**src/rtl/clock_pkg.sv**
```systemverilog
// rtl/clock_pkg.sv - shared timer/clock types: state enum, BCD digit type and limits
package clock_pkg;

  typedef logic [3:0] bcd_t;

  typedef enum logic [1:0] {
    ST_IDLE  = 2'd0,
    ST_RUN   = 2'd1,
    ST_PAUSE = 2'd2,
    ST_RING  = 2'd3
  } state_e;

  localparam bcd_t BCD_MAX_UNITS = 4'd9;
  localparam bcd_t BCD_MAX_TENS  = 4'd5;

  function automatic bcd_t clamp_bcd(input bcd_t v, input bcd_t max_v);
    return (v > max_v) ? max_v : v;
  endfunction

endpackage

```
**src/rtl/bcd_down_digit.sv**
```systemverilog
// rtl/bcd_down_digit.sv - one BCD down-counting digit; wraps 0 -> WRAP and flags bout at zero
module bcd_down_digit
  import clock_pkg::*;
#(
  parameter bcd_t WRAP = BCD_MAX_UNITS
) (
  input  logic CP,
  input  logic nCR,
  input  logic load,
  input  bcd_t ld_val,
  input  logic dec,
  output bcd_t q,
  output logic bout
);

  bcd_t q_q, q_d;

  always_comb begin
    q_d = q_q;
    if (load) begin
      q_d = ld_val;
    end else if (dec) begin
      q_d = (q_q == 4'd0) ? WRAP : (q_q - 4'd1);
    end
  end

  always_ff @(posedge CP or negedge nCR) begin
    if (!nCR) begin
      q_q <= 4'd0;
    end else begin
      q_q <= q_d;
    end
  end

  assign q    = q_q;
  assign bout = (q_q == 4'd0);

endmodule

```
**src/rtl/bcd_countdown_timer.sv**
```systemverilog
// rtl/bcd_countdown_timer.sv - MM:SS BCD countdown timer with done pulse and ring phase
// Optional: COUNTDOWN_BLINK_EN adds a blink phase flop toggled by tick in PAUSE/RING.
module bcd_countdown_timer
  import clock_pkg::*;
#(
  parameter int RING_TICKS = 10,
  parameter int TICK_W     = 8
) (
  input  logic       CP,
  input  logic       nCR,
  input  logic       tick,
  input  logic       load,
  input  logic       start,
  input  logic       pause,
  input  logic [3:0] lmh,
  input  logic [3:0] lml,
  input  logic [3:0] lsh,
  input  logic [3:0] lsl,
  output logic [3:0] qmh,
  output logic [3:0] qml,
  output logic [3:0] qsh,
  output logic [3:0] qsl,
  output logic       running,
  output logic       done,
  output logic       alarm,
  output logic       blink
);

  state_e              state_q, state_d;
  logic [TICK_W-1:0]   ring_cnt_q, ring_cnt_d;
  logic                done_q, done_d;
  logic                ld_acc, dec_en;
  logic                mh_bout, ml_bout, sh_bout, sl_bout;
  logic                count_zero, count_one;

  assign count_zero = mh_bout & ml_bout & sh_bout & sl_bout;
  assign count_one  = mh_bout & ml_bout & sh_bout & (qsl == 4'd1);

  always_comb begin
    state_d    = state_q;
    ring_cnt_d = ring_cnt_q;
    done_d     = 1'b0;
    ld_acc     = 1'b0;
    dec_en     = 1'b0;
    case (state_q)
      ST_IDLE: begin
        if (load) begin
          ld_acc = 1'b1;
        end else if (start && !count_zero) begin
          state_d = ST_RUN;
        end
      end
      ST_RUN: begin
        // pause beats start here; load is ignored while running
        if (pause) begin
          state_d = ST_PAUSE;
        end else if (tick && !count_zero) begin
          dec_en = 1'b1;
          if (count_one) begin
            state_d    = ST_RING;
            done_d     = 1'b1;
            ring_cnt_d = '0;
          end
        end
      end
      ST_PAUSE: begin
        if (load) begin
          ld_acc  = 1'b1;
          state_d = ST_IDLE;
        end else if (start && !count_zero) begin
          state_d = ST_RUN;
        end
      end
      ST_RING: begin
        if (load) begin
          ld_acc  = 1'b1;
          state_d = ST_IDLE;
        end else if (start) begin
          state_d = ST_IDLE;
        end else if (tick) begin
          if (ring_cnt_q == TICK_W'(RING_TICKS - 1)) begin
            state_d    = ST_IDLE;
            ring_cnt_d = '0;
          end else begin
            ring_cnt_d = ring_cnt_q + TICK_W'(1);
          end
        end
      end
      default: state_d = ST_IDLE;
    endcase
  end

  always_ff @(posedge CP or negedge nCR) begin
    if (!nCR) begin
      state_q    <= ST_IDLE;
      ring_cnt_q <= '0;
      done_q     <= 1'b0;
    end else begin
      state_q    <= state_d;
      ring_cnt_q <= ring_cnt_d;
      done_q     <= done_d;
    end
  end

  bcd_down_digit #(.WRAP(BCD_MAX_UNITS)) u_sl (
    .CP(CP), .nCR(nCR), .load(ld_acc), .ld_val(clamp_bcd(lsl, BCD_MAX_UNITS)),
    .dec(dec_en), .q(qsl), .bout(sl_bout)
  );
  bcd_down_digit #(.WRAP(BCD_MAX_TENS)) u_sh (
    .CP(CP), .nCR(nCR), .load(ld_acc), .ld_val(clamp_bcd(lsh, BCD_MAX_TENS)),
    .dec(dec_en & sl_bout), .q(qsh), .bout(sh_bout)
  );
  bcd_down_digit #(.WRAP(BCD_MAX_UNITS)) u_ml (
    .CP(CP), .nCR(nCR), .load(ld_acc), .ld_val(clamp_bcd(lml, BCD_MAX_UNITS)),
    .dec(dec_en & sl_bout & sh_bout), .q(qml), .bout(ml_bout)
  );
  bcd_down_digit #(.WRAP(BCD_MAX_TENS)) u_mh (
    .CP(CP), .nCR(nCR), .load(ld_acc), .ld_val(clamp_bcd(lmh, BCD_MAX_TENS)),
    .dec(dec_en & sl_bout & sh_bout & ml_bout), .q(qmh), .bout(mh_bout)
  );

`ifdef COUNTDOWN_BLINK_EN
  logic blink_q, blink_d;

  // phase restarts at 0 whenever PAUSE/RING is (re)entered
  always_comb begin
    blink_d = 1'b0;
    if ((state_d == ST_PAUSE || state_d == ST_RING) && state_d == state_q) begin
      blink_d = blink_q ^ tick;
    end
  end

  always_ff @(posedge CP or negedge nCR) begin
    if (!nCR) begin
      blink_q <= 1'b0;
    end else begin
      blink_q <= blink_d;
    end
  end

  assign blink = blink_q;
`else
  assign blink = 1'b0;
`endif

  assign running = (state_q == ST_RUN);
  assign alarm   = (state_q == ST_RING);
  assign done    = done_q;

endmodule
```
**config.mk**
```make
export PLATFORM = sky130hd
export DESIGN_NAME = bcd_countdown_timer
export DESIGN_NICKNAME = d
export VERILOG_FILES = /design/src/rtl/clock_pkg.sv /design/src/rtl/bcd_down_digit.sv /design/src/rtl/bcd_countdown_timer.sv
export SDC_FILE = /design/constraint.sdc
export NUM_CORES = 1
export LEC_CHECK = 0
export BUFFER_PORTS_ARGS = -buffer_cell sky130_fd_sc_hd__buf_2
export CAP_MARGIN = 20
export CELL_PAD_IN_SITES_DETAIL_PLACEMENT = 1
export CELL_PAD_IN_SITES_GLOBAL_PLACEMENT = 1
export CORE_MARGIN = 3
export CORE_UTILIZATION = 39
export DETAILED_ROUTE_END_ITERATION = 16
export PLACE_DENSITY = 0.83
export SLEW_MARGIN = 40
export SYNTH_ARGS = -nofsm -noshare
export SYNTH_HDL_FRONTEND = slang
export SYNTH_SLANG_ARGS = --single-unit
```
**constraint.sdc**
```tcl
create_clock -name CP -period 2.6 [get_ports CP]
set_clock_uncertainty 0.1 [all_clocks]
set_input_delay 0.52 -clock CP [delete_from_list [all_inputs] [get_ports CP]]
set_output_delay 0.52 -clock CP [all_outputs]
set_load 0.05 [all_outputs]
```
==> impl_metrics.ini <==
[critical_path]
r2r_start = u_sl.q[1]
worst_setup_path_end_kind = flip-flop
rrSetupSlack_ps = 360
required_ps = 2700
crit_arrival_ps = 2330
cp-start-kind = flip-flop
startpoint = u_sl.q[1]
cp_max_fo = 9
path_cells = nor3_1, nand3_1, or4_1, a31oi_1
slowest_stage = or4_1
r2r_end = u_mh.q[1]
critPathMaxStageDelay_ps = 590
cp-endpoint = u_mh.q[1]
r2r_cells = 4
criticalPathCategory = reg -> reg

[sta]
finalCritPeriodShare_pct = 86.0
hold_viol = 0
setup_viol = 0
min_period_ps = 2240
whs_ps = 153
max_slew_margin_pct = 54.6
worst_pin_slew_ps = 680
report.final.slew_viol_count = 0
tns_ps = 0
clock.fmax_mhz = 447
rsz0062_at_grt = no

[status]
status = complete, no violations

[layout]
final_common_cell = buf_2
drive_gt1_share_pct = 23.1
synthToLayoutAreaGrowth_pct = 17.7
n_antenna_cell = 0
num-nets-final = 263
fill_cells = 538
multi_input_area_um2 = 1000
mostFrequentLayoutCells = 40 x buf_2, 27 x dfrtp_1, 22 x nor2_1, 18 x nand3_1, 13 x a31oi_1
seq_area_um2 = 676

[die]
start_util_pct = 41.6
rows = 23
die_h_um = 72.5
die_width_um = 72.5
io_pins = 42
core_um2 = 4140
dieArea_um2 = 5260

[power_and_ir_drop]
power_leakage_nw = 0.828
pwr_density_cell_nw_per_um2 = 724
ir_drop_mv = 0.246
finalPower_mw = 1.47

[clock_network]
cts_inserted_buffers = 3
holdBufCountCts = 0
clk_path_buf_depth = 2
clkSinkCount = 27
post_cts_buffers = 0
cts_tree = done
root_buffer = clkbuf_8
clk_latency_ps = 280
htreeDepth = 1
cts_resized = 0
clkTransAtPathRegs_ps = 100

[route]
wirelength_um = 5030
wire_per_inst_um = 17.5
num_vias = 1724
drc = 0
antenna_left = 0
dr.pass1.iters = 4
vias_per_cell = 5.99
drt_iter0_markers = 123

[grt]
first_global_vias = 1713
grt_pass1_wl_um = 8420
overflow = 0
grt_max_degree = 28
antenna_found_initial = 0
grt_usage_pct = 20.2

[yosys]
yosysWarnings = 0
synthFlopType = dfrtp_1
synth-edff-count = 0
synthesis.nets = 221
syn_avg_cell_area_um2 = 8.76
synth_cell_types = 43
synth-seq-cells = 27
ys_seq_area_share_pct = 39.2
async_flop_share_pct = 100
syn-cell-area_um2 = 1730
netlist_instances = 197

[worst_hold_path]
hp-class = in -> async

[place]
dpl.hpwl_um = 3780
finalWeightedCongestion = 0.820
io_buffer_count = 40

[run]
drv_cap = 0
-- synth_stat cells (2+ instances only) --
master	instances	share of area [%]
clkbuf_1	5	1.1
inv_1	6	1.3
nor4_1	3	1.1
nand3b_1	2	0.87
and3_1	2	0.73
o21ai_0	6	1.7
o31ai_1	6	2.6
nand3_1	18	5.2
a211oi_1	3	1.3
nor2_1	22	4.8
nand4bb_1	3	2.0
a21oi_1	9	2.6
or4_1	5	2.2
a31oi_1	13	4.7
mux2i_1	3	1.7
or2_2	2	0.73
nand2_1	10	2.2
ha_1	2	1.5
nor3_1	10	2.9
nand4_1	2	0.73
or3_1	5	1.8
dfrtp_1	27	39
o211ai_1	10	4.4
and2_1	2	0.73
nand2b_1	3	1.1
-- final cells by class --
cell class	count	area share [%]
Clock buffer	3	2.03
Clock inverter	1	0.246
Inverter	6	1.11
Multi-Input combinational cell	158	49.3
Sequential cell	27	33.3
Tap cell	50	3.08
Timing Repair Buffer	43	11.0
-- power breakdown --
group,internal (mW),switching [mW],leakage (nW)
clock network,0.108,0.138,0.0255
registers,0.506,0.155,0.306
logic,0.185,0.378,0.497
total,0.799,0.671,0.828
-- layer usage --
metal / wire length (µm) / global-route usage, % / up-vias / share of wire (%)
met4: 44 / 5.12 / 0 / 0.88
met1: 2360 / 27.5 / 838 / 47
met2: 2420 / 33.9 / 38 / 48
li1: - / - / 842 / -
met3: 200 / 2.63 / 6 / 4.0
met5: 0 / 0 / - / 0
-- stage by stage --
stage	util (%)	instance area, µm²	worst slack, ps	std cells
after CTS	49.0	2030	378	288
after floorplan	-	1730	338	197
after global routing	49.0	2030	173	288
final	49.0	2030	364	288
after global placement	47.9	1980	464	284
after detailed placement	47.9	1980	377	284
-- how the worst min path moves through the flow --
stage | cells past startpoint | from | end | slack, ps
after global placement | 2 | u_mh.q[3] | u_mh.q[3] | 450
after detailed placement | 2 | u_mh.q[3] | u_mh.q[3] | 460
final | 1 | nCR | u_sl.q[2] | 150
after CTS | 1 | nCR | u_sl.q[2] | 170
after global routing | 1 | nCR | u_sl.q[2] | 200
after floorplan | 0 | nCR | done | 120
-- flip-flops by register name (all words and copies together) (netlist names) --
name	cells
done	1
ring_cnt_q	8
state_q	2
u_mh.q	4
u_ml.q	4
u_sh.q	4
u_sl.q	4
-- cells by family after synthesis --
logic type | synth area share (%)
multiplexers | 1.74
flip-flops | 39.2
buffers and inverters | 2.83
AO/OA/AOI/OAI | 20.5
adder cells (fa/ha/maj) | 1.45
AND/OR/NAND/NOR | 34.1
other | 0.217
-- worst max-delay path, delay by kind of cell, from the launching register on --
| kind | cells | cell delay (ps) |
|---|---|---|
| DFF | 1 | 460 |
| AOI/OAI and AO/OA | 1 | 180 |
| and+or+nand+nor | 3 | 1410 |
Note: power is estimated with default switching activity, not from simulation.
